File: src/rtl/iter_divider.sv
// Iterative restoring divider producing one quotient bit per RUN cycle.
// Define ITER_DIVIDER_SIGNED_EN to enable two's-complement division via signed_op.
module iter_divider #(
   parameter  int N  = 16,
   localparam int CW = $clog2(N + 1)
) (
   input  logic         clk,
   input  logic         rstn,
   input  logic         req,
   input  logic [N-1:0] dividend,
   input  logic [N-1:0] divisor,
   input  logic         signed_op,
   output logic [N-1:0] q,
   output logic [N-1:0] r,
   output logic         busy,
   output logic         ready,
   output logic         exception
);

   typedef enum logic [1:0] {IDLE, RUN, DONE} state_t;

   state_t        state_q, state_d;
   logic [CW-1:0] cnt_q, cnt_d;
   logic [N-1:0]  dvs_q, dvs_d;
   logic [N-1:0]  quo_q, quo_d;
   logic [N-1:0]  rem_q, rem_d;
   logic [N-1:0]  q_q, q_d;
   logic [N-1:0]  r_q, r_d;
   logic          busy_q, busy_d;
   logic          ready_q, ready_d;
   logic          exc_q, exc_d;
   logic          dz_q, dz_d;

   logic [N:0]    rem_sh;
   logic [N+1:0]  diff;
   logic [N-1:0]  a_mag, b_mag;
   logic [N-1:0]  quo_fin, rem_fin;
   logic          unused_bits;

`ifdef ITER_DIVIDER_SIGNED_EN
   logic qneg_q, qneg_d;
   logic rneg_q, rneg_d;
   logic a_neg, b_neg;

   assign a_neg   = signed_op & dividend[N-1];
   assign b_neg   = signed_op & divisor[N-1];
   assign a_mag   = a_neg ? -dividend : dividend;
   assign b_mag   = b_neg ? -divisor : divisor;
   assign quo_fin = qneg_q ? -quo_q : quo_q;
   assign rem_fin = rneg_q ? -rem_q : rem_q;
   assign unused_bits = diff[N];
`else
   assign a_mag   = dividend;
   assign b_mag   = divisor;
   assign quo_fin = quo_q;
   assign rem_fin = rem_q;
   assign unused_bits = diff[N] ^ signed_op;
`endif

   // quo_q holds the remaining dividend bits and collects quotient bits
   assign rem_sh = {rem_q, quo_q[N-1]};
   assign diff   = {1'b0, rem_sh} - {2'b00, dvs_q};

   always_comb begin
      state_d = state_q;
      cnt_d   = cnt_q;
      dvs_d   = dvs_q;
      quo_d   = quo_q;
      rem_d   = rem_q;
      q_d     = q_q;
      r_d     = r_q;
      busy_d  = busy_q;
      ready_d = 1'b0;
      exc_d   = exc_q;
      dz_d    = dz_q;
`ifdef ITER_DIVIDER_SIGNED_EN
      qneg_d  = qneg_q;
      rneg_d  = rneg_q;
`endif
      unique case (state_q)
         IDLE: begin
            if (req) begin
               busy_d = 1'b1;
               cnt_d  = '0;
               if (divisor == '0) begin
                  dz_d    = 1'b1;
                  quo_d   = '1;
                  rem_d   = dividend;
`ifdef ITER_DIVIDER_SIGNED_EN
                  qneg_d  = 1'b0;
                  rneg_d  = 1'b0;
`endif
                  state_d = DONE;
               end else begin
                  dz_d    = 1'b0;
                  exc_d   = 1'b0;
                  quo_d   = a_mag;
                  dvs_d   = b_mag;
                  rem_d   = '0;
`ifdef ITER_DIVIDER_SIGNED_EN
                  qneg_d  = a_neg ^ b_neg;
                  rneg_d  = a_neg;
`endif
                  state_d = RUN;
               end
            end
         end
         RUN: begin
            quo_d = {quo_q[N-2:0], ~diff[N+1]};
            rem_d = diff[N+1] ? rem_sh[N-1:0] : diff[N-1:0];
            cnt_d = cnt_q + CW'(1);
            if (cnt_q == CW'(N - 1)) state_d = DONE;
         end
         DONE: begin
            q_d     = quo_fin;
            r_d     = rem_fin;
            exc_d   = dz_q;
            ready_d = 1'b1;
            busy_d  = 1'b0;
            state_d = IDLE;
         end
         default: state_d = IDLE;
      endcase
   end

   always_ff @(posedge clk or negedge rstn) begin
      if (!rstn) begin
         state_q <= IDLE;
         cnt_q   <= '0;
         dvs_q   <= '0;
         quo_q   <= '0;
         rem_q   <= '0;
         q_q     <= '0;
         r_q     <= '0;
         busy_q  <= 1'b0;
         ready_q <= 1'b0;
         exc_q   <= 1'b0;
         dz_q    <= 1'b0;
`ifdef ITER_DIVIDER_SIGNED_EN
         qneg_q  <= 1'b0;
         rneg_q  <= 1'b0;
`endif
      end else begin
         state_q <= state_d;
         cnt_q   <= cnt_d;
         dvs_q   <= dvs_d;
         quo_q   <= quo_d;
         rem_q   <= rem_d;
         q_q     <= q_d;
         r_q     <= r_d;
         busy_q  <= busy_d;
         ready_q <= ready_d;
         exc_q   <= exc_d;
         dz_q    <= dz_d;
`ifdef ITER_DIVIDER_SIGNED_EN
         qneg_q  <= qneg_d;
         rneg_q  <= rneg_d;
`endif
      end
   end

   assign q         = q_q;
   assign r         = r_q;
   assign busy      = busy_q;
   assign ready     = ready_q;
   assign exception = exc_q;

endmodule

File: config.mk
export PLATFORM = sky130hd
export DESIGN_NAME = iter_divider
export DESIGN_NICKNAME = d
export VERILOG_FILES = /design/src/rtl/iter_divider.sv
export SDC_FILE = /design/constraint.sdc
export NUM_CORES = 1
export LEC_CHECK = 0
export BUFFER_PORTS_ARGS = -buffer_cell sky130_fd_sc_hd__clkbuf_2
export CORE_UTILIZATION = 41
export CTS_CLUSTER_SIZE = 20
export DETAILED_ROUTE_END_ITERATION = 8
export PLACE_DENSITY_LB_ADDON = 0.12
export SYNTH_ARGS = -nofsm -noshare
export SYNTH_HDL_FRONTEND = slang
export SYNTH_SLANG_ARGS = --single-unit
export TNS_END_PERCENT = 100
File: constraint.sdc
create_clock -name clk -period 3.4 [get_ports clk]
set_input_delay 0.17 -clock clk [delete_from_list [all_inputs] [get_ports clk]]
set_output_delay 0.17 -clock clk [all_outputs]
set_load 0.05 [all_outputs]
==> results of run 1 <==
==> metrics by stage <==
| step | total power [mW] | hold WS, ps | cells | cell area (µm²) | setup slack, ps |
|---|---|---|---|---|---|
| 3_5_place_dp | 5.409 | 185.8 | 704 | 5181 | 351.6 |
| 2_1_floorplan | 4.662 | -125.6 | 516 | 4722 | 784.3 |
| 3_3_place_gp | 5.322 | 186.2 | 704 | 5181 | 398.3 |
| 5_1_grt | 6.987 | 79.95 | 720 | 5518 | 157.2 |
| 4_1_cts | 6.514 | 65.85 | 720 | 5518 | 340.2 |
| 6_report | 6.493 | 77.48 | 720 | 5518 | 329.2 |
==> kinds of logic (layout without fill, tap and decap cells) <==
kind of cell    after synthesis  after routing
simple gates                212            212
compound gates              104            104
flops                        91             91
buf+inv                      51            115
mux                          28             28
fa+ha+maj                    19             19
xor+xnor                     11             11
==> what timing repair did <==
action | in CTS | in global routing
gates resized for setup | 0 | 0
setup endpoints to repair | 0 | 0
hold buffers | 1 | 0
endpoints found under the hold margin | 39 | 0
==> sequential cells by signal, summed over array words and instances (netlist names) <==
register / count
q: 16
exception: 1
ready: 1
state_q: 2
cnt_q: 5
busy: 1
dz_q: 1
r: 16
quo_fin: 16
rem_fin: 16
dvs_q: 16
==> report_power, final <==
group	internal, mW	total [mW]	switching [mW]
logic	1.41	3.47	2.06
registers	1.57	1.94	0.371
clock network	0.680	1.08	0.404
==> path summary, 6_finish.rpt <==
kind                                        start                      to  slack [ps]  cells after the start
setup / recovery           rem_fin[0]$_DFFE_PN0P_  rem_fin[2]$_DFFE_PN0P_         330                      9
hold / removal                         divisor[4]    dvs_q[4]$_DFFE_PN0P_          80                      2
setup reg to reg           rem_fin[0]$_DFFE_PN0P_  rem_fin[2]$_DFFE_PN0P_         330                      9
hold reg to reg                  q[8]$_DFFE_PN0P_        q[8]$_DFFE_PN0P_         470                      2
max in group asynchronous                    rstn  rem_fin[9]$_DFFE_PN0P_        2270                      3
min in group asynchronous                    rstn        q[7]$_DFFE_PN0P_         360                      2
==> cells in the mapped netlist (all sizes together), types with 2 or more instances <==
cell type | instances | share of area, %
nor2b | 2 | 0.26
nand2b | 3 | 0.40
a31o | 2 | 0.56
o22ai | 5 | 0.66
o2111ai | 2 | 0.37
nand2 | 122 | 9.7
a211oi | 3 | 0.48
nor3 | 17 | 1.8
a21o | 8 | 1.3
buf | 5 | 0.64
a31oi | 6 | 0.79
a22o | 3 | 0.56
a2111oi | 2 | 0.40
mux2 | 16 | 3.8
inv | 23 | 1.8
nor2 | 43 | 3.4
mux2i | 12 | 2.5
dfrtp | 91 | 48
o21ai | 23 | 2.4
nor4 | 4 | 0.53
ha | 18 | 4.8
o21a | 4 | 0.64
or2 | 3 | 0.40
xor2 | 6 | 1.1
xnor2 | 5 | 0.93
o31ai | 15 | 2.4
and3 | 5 | 0.66
nand3 | 8 | 0.85
clkbuf | 23 | 1.8
a21oi | 21 | 2.3
==> layer usage <==
layer | share of wire [%] | routed length, µm
met1 | 49 | 5766
met2 | 44 | 5157
met3 | 4.6 | 542
met4 | 1.7 | 204
met5 | 0 | 0
==> layout by cell type, fill, tap and decap left out, drive strengths merged, types with 3 or more instances in the layout <==
cell	instances
xor2	6
nor4	4
or2	3
buf	8
mux2	16
o31ai	15
nor3	17
a21o	8
nand2b	3
ha	18
xnor2	5
o21a	4
inv	23
a22o	3
and3	5
o22ai	5
a211oi	3
nor2	43
clkbuf	79
a31oi	6
mux2i	12
nand2	122
o21ai	23
nand3	8
a21oi	21
dfrtp	91
==> critical path: stages (launching register included) <==
cell       delay [ps]
dfrtp_1           440
ha_1              290
nor2b_1           150
o2111ai_1         280
a2111oi_1         130
or2_1             280
a31o_4            290
a41oi_4           670
mux2i_1           260
o221ai_1          130
==> final cells by class <==
type	instances	area, µm²
well taps	140	175.2
inverters	23	86.33
clock buffers	11	252.7
fillers	1058	5513
clock inverters	4	73.82
repair buffers	77	410.4
multi-input cells	374	2242
flip-flops and latches	91	2277
==> impl_results.md, run 1 <==
- Status: finished clean
- Vias per cell: 5.368
- Routed via count: approximately 3,900
- Post-synthesis async set-or-reset flop share: 100.0%
- Proportion of synthesized area in mux cells: ~6.4%
- Detailed Route Iter0 Violations: slightly below 200
- IO Count: between 70 and 80
- Total gr overflow: 0
- Synth Area in XOR/XNOR: between 2 and 2.5%
- Post-synth net total: 571
- Leakage power: 2.758 nW
- Post-synthesis sequential area ratio: 48.22%
- Critical path launch point type: flip-flop
- Actual slew at the worst max-slew pin: 1002 ps
- CP arrival: 3250 ps
- Setup bufs post-CTS: 0
- Final Hold Viols: 0
- Core footprint: 11,030 µm²
- Post-synth EDFFs: 0
- # setup viols final: 0
- GRT Total Usage: 21.08%
- Post-synthesis adder-cell area fraction: under 10%
- Combined area of all synthesized cells: roughly 4700 µm²
- Kind of critical path: flip-flop to flip-flop
- CTS buffer count: 9
- DRT Pass-1 Iters: 4
- Initial core utilization: 42.81%
- Worst skew pair latency: 340 ps
- Die Width: 109.3 µm
- Initial antenna violation count: 0
- Hold Path Class: primary input to flip-flop
- DRC errors left: 0
- Die Span Y: 109.3 µm
- Gp weighted congestion: 0.8845
- Root Buffer: clkbuf_16
- Drt total wl: 11.67 mm
- Post-DP HPWL: 8.605 mm
- Cell count after synthesis: 516
- M3 GR Usage: 4.683%
- Main combinational cell family by area after synthesis: simple AND/OR/NAND/NOR gates
- Simple-gate portion of the synthesized area: 18.79%
- GR Util met2: 31.63%
- First-pass GRT wire length: between 15 and 20 mm
- Compound-Gate Fraction of Synth Area: roughly 15%
- Max Slew Vio Count: 0
- Antenna viol nets, final: 0
- Gr busiest metal: met2
- Required @ worst endpoint: ~3600 ps
- Met1 usage: 30.58%
- Clock buffer depth: 2
- Max_slew headroom: approximately a third
- Number of synthesized register bits: 91
- Worst Path Max Fanout: 18
- Full die area: 11,950 µm²
- Row Count: 38
- Largest net degree at the start of global routing: 46
- H-Tree Depth: 3
- Fmax: 325.7 MHz
- Vias in the first global route: between 3,000 and 4,000
- CTS tree: built
- Final worst-path cycle share: 90.32%
- Share of layout cells above drive strength 1: 19.66%
- Fin nets: about 630
- Post-synth cell types: 52
- Worst IR Drop VDD: around 550 µV
- Area Growth Syn to Fin: 16.85%
- Tmin final: approximately 3100 ps
- # diodes: 0
- Clock Pin Slew Worst Setup and Hold Paths: approximately 60 ps
- Syn avg cell area: 9.151 µm²
- Routed WL per cell: 16.21 µm
- CP Capture Type: flip-flop
- Ys flop type: dfrtp_1
- Setup TNS Final: 0 ps
- Number of clock sinks: slightly above 90
- Post-Route Utilization: between 50% and 60%
- Clock skew: about 8.5 ps
- YS warnings: 0
- RSZ-0062 raised after global routing: false
- Pwr dens: 1177 nW/µm²
- IO Port Bufs: 69
- Maxcap violations: 0
Power figures use the tool's default switching activity.
==> run 2, diff against run 1 <==
--- a/config.mk
+++ b/config.mk
@@ -6,8 +6,8 @@
 export NUM_CORES = 1
 export LEC_CHECK = 0
 export BUFFER_PORTS_ARGS = -buffer_cell sky130_fd_sc_hd__clkbuf_2
-export CORE_UTILIZATION = 41
-export CTS_CLUSTER_SIZE = 20
+export CORE_UTILIZATION = 33
+export CTS_CLUSTER_SIZE = 40
 export DETAILED_ROUTE_END_ITERATION = 8
 export PLACE_DENSITY_LB_ADDON = 0.12
 export SYNTH_ARGS = -nofsm -noshare
==> run 2 against run 1 <==
Net effect: non-clock buffer count is 2 higher; first-iteration DRC count up 3.6%; core utilization down 10 points; critical path type unchanged; largest power group unchanged.
==> impl_results.md, run 2 (same netlist as run 1, synthesis figures left out) <==
- First-pass GRT wire length: 20.22 mm (+6.9%)
- Vias in the first global route: 3,799 (+6.7%)
- Row Count: 43 (+13%)
- Kind of critical path: flip-flop to flip-flop
- Core footprint: 13,930 µm² (+26%)
- Vias per cell: 5.083 (-5.3%)
- Tmin final: 3130 ps (+59.64 ps)
- Full die area: 14,790 µm² (+24%)
- Largest net degree at the start of global routing: 46 (unchanged)
- IO Port Bufs: 69 (unchanged)
- Setup TNS Final: 0 ps (unchanged)
- Pwr dens: 1153 nW/µm² (-2.0%)
- Max Slew Vio Count: 0 (unchanged)
- Detailed Route Iter0 Violations: 202 (+3.6%)
- Gp weighted congestion: 0.8066 (-8.8%)
- Required @ worst endpoint: 3590 ps (about the same)
- Root Buffer: clkbuf_16
- Worst skew pair latency: 340 ps (about the same)
- Maxcap violations: 0 (unchanged)
- CP peak stage delay: 680 ps (about the same)
- # diodes: 0 (unchanged)
- Final worst-path cycle share: 92.07% (+1.8 points)
- Final hold slack: 69.30 ps (-8.183 ps)
- Commonest non-fill, non-tap cell in the layout: nand2_1
- Switching power: 2.860 mW (+1.1%)
- Routed WL per cell: 16.27 µm (+0.36%)
- Initial core utilization: 33.89% (-8.9 points)
- Sequential cell area: 2277 µm² (unchanged)
- Fin nets: 633 (+0.32%)
- Number of clock sinks: 91 (unchanged)
- Net Sw Frac: 44.97% (+1.4 points)
- Initial antenna violation count: 0 (unchanged)
- CP Capture Type: flip-flop
- Setup bufs post-CTS: 0 (unchanged)
- H-Tree Depth: 3 (unchanged)
- Routed via count: 3,868 (+0.078%)
- Most frequent cells in the layout: 122 x nand2_1, 91 x dfrtp_1, 68 x clkbuf_2
- IO Count: 71 (unchanged)
- DRC errors left: 0 (unchanged)
- Worst IR Drop VDD: 344.7 µV (-38%)
- Critical-path top delay cell: a41oi_4
- Die Span Y: 121.6 µm (+11%)
- CP arrival: 3320 ps (+70 ps)
- CP Cell Sequence: ha_1 -> nor2b_1 -> o2111ai_1 -> a2111oi_1 -> or2_1 -> a31o_4 -> a41oi_4 -> mux2i_1 -> o22ai_1
- GRT Total Usage: 18.09% (-3.0 points)
- Final Hold Viols: 0 (unchanged)
- Actual slew at the worst max-slew pin: 1080 ps (+78.05 ps)
- Design area: 5517 µm² (about the same)
- Post-DP HPWL: 9.057 mm (+5.2%)
- CTS buffer count: 9 (unchanged)
- Sequential Power Share: 30.4% (+0.5 points)
- Hold Path Class: primary input to flip-flop
- Clock Power Share: 14.4% (-2.3 points)
- Critical path launch point type: flip-flop
- Worst Path Max Fanout: 18 (unchanged)
- Drt total wl: 12.38 mm (+6.1%)
- Status: finished clean
- Post-Place Cell Area: 5246 µm² (+1.3%)
- Clock buffer depth: 2 (unchanged)
- Area Growth Syn to Fin: 16.83% (about the same)
- Antenna viol nets, final: 0 (unchanged)
- DRT Pass-1 Iters: 4 (unchanged)
- Leakage power: 2.736 nW (-0.83%)
- CTS tree: built
- Post-Route Utilization: 39.59% (-10 points)
- Total Power: 6.360 mW (-2.0%)
- Fmax: 319.4 MHz (-1.9%)
- Number of fill cells: 1,437 (+36%)
- RSZ-0062 raised after global routing: false
- Die Width: 121.6 µm (+11%)
- Cells resized by post-CTS repair: 0 (unchanged)
- Multi-input gate area: 2242 µm² (unchanged)
- Total gr overflow: 0 (unchanged)
- Combinational share of power: 55.2% (+1.8 points)
- Clock Pin Slew Worst Setup and Hold Paths: 60 ps (about the same)
- P_int: 3.500 mW (-4.4%)
- Max_slew headroom: 27.94% (-5.2 points)
- Hold buffer count at CTS: 1 (unchanged)
- # setup viols final: 0 (unchanged)
- Share of layout cells above drive strength 1: 19.45% (-0.21 points)
- Clock skew: 8.135 ps (-0.3535 ps)
## run 2: final timing paths
| path | start | cells past startpoint | endpoint | slack, ps |
|---|---|---|---|---|
| worst min register to register | q[13]$_DFFE_PN0P_ | 2 | q[13]$_DFFE_PN0P_ | 470 |
| worst max register to register | rem_fin[0]$_DFFE_PN0P_ | 9 | rem_fin[1]$_DFFE_PN0P_ | 270 |
| worst max-delay path | rem_fin[0]$_DFFE_PN0P_ | 9 | rem_fin[1]$_DFFE_PN0P_ | 270 |
| min in group asynchronous | rstn | 2 | ready$_DFF_PN0_ | 300 |
| max in group asynchronous | rstn | 3 | dvs_q[6]$_DFFE_PN0P_ | 2320 |
| worst min-delay path | divisor[11] | 2 | dvs_q[11]$_DFFE_PN0P_ | 70 |
## run 2: layer usage
metal | global-route usage (%) | routed length, µm
met1 | 25.28 | 5999
met2 | 27.91 | 5668
met3 | 2.856 | 519
met4 | 7.176 | 191
met5 | 0 | 0
## run 2: power by group through the flow
stage | registers (mW) | clock network, mW | logic [mW]
2_1_floorplan | 2.28 | 0 | 2.38
3_3_place_gp | 1.94 | 0 | 3.44
3_5_place_dp | 1.96 | 0 | 3.49
4_1_cts | 1.94 | 0.949 | 3.51
5_1_grt | 2.00 | 0.992 | 3.87
6_report | 1.94 | 0.915 | 3.51
## run 2: critical path: cells and delay by family, from the launching register on
family,cells,cell delay (ps)
adders and majority gates,1,300
and+or+nand+nor,2,440
AOI/OAI and AO/OA,5,1440
DFF,1,460
muxes,1,320
## run 2: cell type report
class | instances | area share (%)
tap | 180 | 4.083
timing repair buffer | 79 | 7.712
clock inverter | 2 | 0.2495
sequential | 91 | 41.28
clock buffer | 12 | 4.468
inverter | 23 | 1.565
multi-input combinational | 374 | 40.64
## run 2: through the flow
step | instances | worst slack (ps)
after detailed placement | 746 | 300.1
after global routing | 761 | 102.1
after global placement | 746 | 368.2
after CTS | 761 | 257.7
final | 761 | 269.6
after floorplan | 516 | 784.3
==> run 3, diff against run 2 <==
--- a/config.mk
+++ b/config.mk
@@ -5,7 +5,9 @@
 export SDC_FILE = /design/constraint.sdc
 export NUM_CORES = 1
 export LEC_CHECK = 0
+export ABC_AREA = 1
 export BUFFER_PORTS_ARGS = -buffer_cell sky130_fd_sc_hd__clkbuf_2
+export CORE_ASPECT_RATIO = 1.5
 export CORE_UTILIZATION = 33
 export CTS_CLUSTER_SIZE = 40
 export DETAILED_ROUTE_END_ITERATION = 8
==> run 3 against run 2 <==
Net effect: the run now ends with negative hold slack left; synthesized area rose by 9.0%; design area rose by 7.8%; die area rose by 8.9%; register-to-register slack improved by 770 ps; setup slack improved by 770 ps; first-iteration DRC count rose by 14%; non-clock buffer count fell by 4; global-route usage rose by 1.5 points; count of clock-buffer cells in the layout fell by 2; critical path depth rose by 5; cell count rose by 23%; worst hold slack got worse by 96 ps.
==> impl_results.md, run 3 <==
- Status: finished with violations
- Failing checks: negative hold slack
- GRT Total Usage: 19.61% (+1.5 points)
- Hold buffer count at CTS: 0 (-1)
- CP arrival: 2600 ps (-720 ps)
- Critical path launch point type: flip-flop
- Worst path most repeated cell: nand2_1
- Ys flop type: dfrtp_1
- Synth area leader: dfrtp_1
- First-pass GRT wire length: 24.14 mm (+19%)
- Top-count cell post-synth: nand2_1
- Fmax: 424.2 MHz (+33%)
- Area Growth Syn to Fin: 15.56%
- Combined area of all synthesized cells: 5146 µm² (+9.0%)
- R2r endpoint: rem_fin[14]$_DFFE_PN0P_
- Number of clock sinks: 91 (unchanged)
- Final Hold Viols: 21 (+21)
- Tmin final: 2357 ps (-773.2 ps)
- Syn avg cell area: 7.669 µm² (-16%)
- CP Cell Sequence: inv_1 -> ha_1 -> inv_1 -> fa_1 -> nand3_1 -> nand3_1 -> nand2_1 -> nand2_1 -> nand2_1 -> nand3b_1 -> nand2_1 -> nor2_1 -> nor2_1 -> nor2_1
- IO Port Bufs: 69 (unchanged)
- Root Buffer: clkbuf_16
- Fin nets: 788 (+24%)
- Clock Pin Slew Worst Setup and Hold Paths: 70 ps (about the same)
- # setup viols final: 0 (unchanged)
- CTS tree: built
- Row Count: 55 (+28%)
- Detailed Route Iter0 Violations: 231 (+14%)
- Post-synth EDFFs: 0 (unchanged)
- Commonest non-fill, non-tap cell in the layout: nand2_1
- Gp weighted congestion: 0.8214 (+1.8%)
- # diodes: 0 (unchanged)
- Cells resized by post-CTS repair: 0 (unchanged)
- Worst r2r path cells: 14 (+5)
- Initial antenna violation count: 0 (unchanged)
- Antenna viol nets, final: 0 (unchanged)
- Hold Path Class: primary input to asynchronous set/reset pin
- Kind of critical path: flip-flop to flip-flop
- Flop2flop setup slack: 1040 ps (+770 ps)
- Maxcap violations: 0 (unchanged)
- Setup TNS Final: 0 ps (unchanged)
- Actual slew at the worst max-slew pin: 986.2 ps (-93.57 ps)
- DRC errors left: 0 (unchanged)
- Die Width: 104.0 µm (-15%)
- IO Count: 71 (unchanged)
- Routed WL per cell: 15.99 µm (-1.7%)
- Post-synthesis async set-or-reset flop share: 100.0% (unchanged)
- YS warnings: 0 (unchanged)
- Vias in the first global route: 4,531 (+19%)
- Synth top cells by count: 172 x nand2_1, 99 x inv_1, 91 x dfrtp_1, 71 x o21ai_0, 46 x nor2_1
- Vias per cell: 4.773 (-6.1%)
- RSZ-0062 raised after global routing: false
- Critical-path top delay cell: fa_1
- Delay-heaviest family, CP: simple AND/OR/NAND/NOR gates
- Launching point of the worst reg2reg path: quo_fin[15]$_DFFE_PN0P_
- Clock skew: 6.173 ps (-1.962 ps)
- Worst Path Max Fanout: 5 (-13)
- CP bufs+invs: 2 (+2)
- Number of synthesized register bits: 91 (unchanged)
- Cell count after synthesis: 671 (+30%)
- Total gr overflow: 0 (unchanged)
- Most frequent cells in the layout: 172 x nand2_1, 99 x inv_1, 91 x dfrtp_1
- Largest cells by area after synthesis: dfrtp_1 44%, nand2_1 13%, inv_1 7.2%
- Post-DP HPWL: 11.38 mm (+26%)
- Die Span Y: 154.9 µm (+27%)
- DRT Pass-1 Iters: 4 (unchanged)
- Largest net degree at the start of global routing: 75 (+63%)
- Max Slew Vio Count: 0 (unchanged)
- Share of layout cells above drive strength 1: 16.94% (-2.5 points)
- CP peak stage delay: 450 ps (-230 ps)
- Routed via count: 4,472 (+16%)
- Drt total wl: 14.99 mm (+21%)
- Post-synth net total: 726 (+27%)
- Clock buffer depth: 2 (unchanged)
- Post-synth cell types: 42 (-19%)
- Required @ worst endpoint: 3640 ps (+50 ps)
- H-Tree Depth: 3 (unchanged)
- Core footprint: 15,140 µm² (+8.6%)
- Synth top area share: 44.25% (-4.0 points)
- Max_slew headroom: 34.25% (+6.3 points)
- Full die area: 16,110 µm² (+8.9%)
- Setup bufs post-CTS: 0 (unchanged)
- Worst skew pair latency: 350 ps (about the same)
- Final worst-path cycle share: 69.33% (-23 points)
- CTS buffer count: 9 (unchanged)
- Initial core utilization: 33.99% (+0.10 points)
- Final hold slack: -27.18 ps (-96.48 ps)
- CP Capture Type: flip-flop
- Post-synthesis sequential area ratio: 44.25% (-4.0 points)
==> run 3: worst max-delay path by stage <==
stage / startpoint / end / depth (start not counted)
6_report: quo_fin[15]$_DFFE_PN0P_ / rem_fin[14]$_DFFE_PN0P_ / 14
2_1_floorplan: quo_fin[15]$_DFFE_PN0P_ / rem_fin[14]$_DFFE_PN0P_ / 14
4_1_cts: quo_fin[15]$_DFFE_PN0P_ / rem_fin[14]$_DFFE_PN0P_ / 14
5_1_grt: quo_fin[15]$_DFFE_PN0P_ / rem_fin[14]$_DFFE_PN0P_ / 15
3_5_place_dp: quo_fin[15]$_DFFE_PN0P_ / rem_fin[14]$_DFFE_PN0P_ / 14
3_3_place_gp: quo_fin[15]$_DFFE_PN0P_ / rem_fin[14]$_DFFE_PN0P_ / 15
==> run 3: final cells by class <==
type,count,area [µm²]
Inverter,111,416.7
Tap cell,199,249.0
Clock inverter,6,60.06
Timing Repair Buffer,75,392.9
Clock buffer,10,229.0
Fill cell,1625,9193
Sequential cell,91,2277
Multi-Input combinational cell,445,2322
==> run 3: logic make-up after synthesis <==
kind of cell / count (synthesis) / synth area share (%)
buffers and inverters: 135 / 10.67
AOI/OAI and AO/OA: 129 / 14.22
adders and majority gates: 19 / 4.765
DFF: 91 / 44.25
xor gates and xnor gates: 7 / 1.191
and+or+nand+nor: 290 / 24.90
==> run 3: metrics by stage <==
| step | setup slack, ps | cells | cell area [µm²] | util, % |
|---|---|---|---|---|
| after floorplan | 1524 | 671 | 5146 | - |
| after global placement | 1099 | 921 | 5658 | 37.37 |
| after detailed placement | 1103 | 921 | 5658 | 37.37 |
| after CTS | 1085 | 937 | 5947 | 39.28 |
| after global routing | 848.1 | 937 | 5947 | 39.28 |
| final | 1043 | 937 | 5947 | 39.28 |
==> run 3: per-layer routing <==
| metal | share of wire, % | track usage (%) |
|---|---|---|
| met4 | 4.8 | 11.29 |
| met2 | 52 | 35.21 |
| met5 | 0 | 0 |
| met1 | 40 | 22.44 |
| met3 | 3.3 | 2.346 |
Power of run 3 is not shown: default switching activity piles up to over one toggle a cycle in this logic, so the estimate is an artifact.
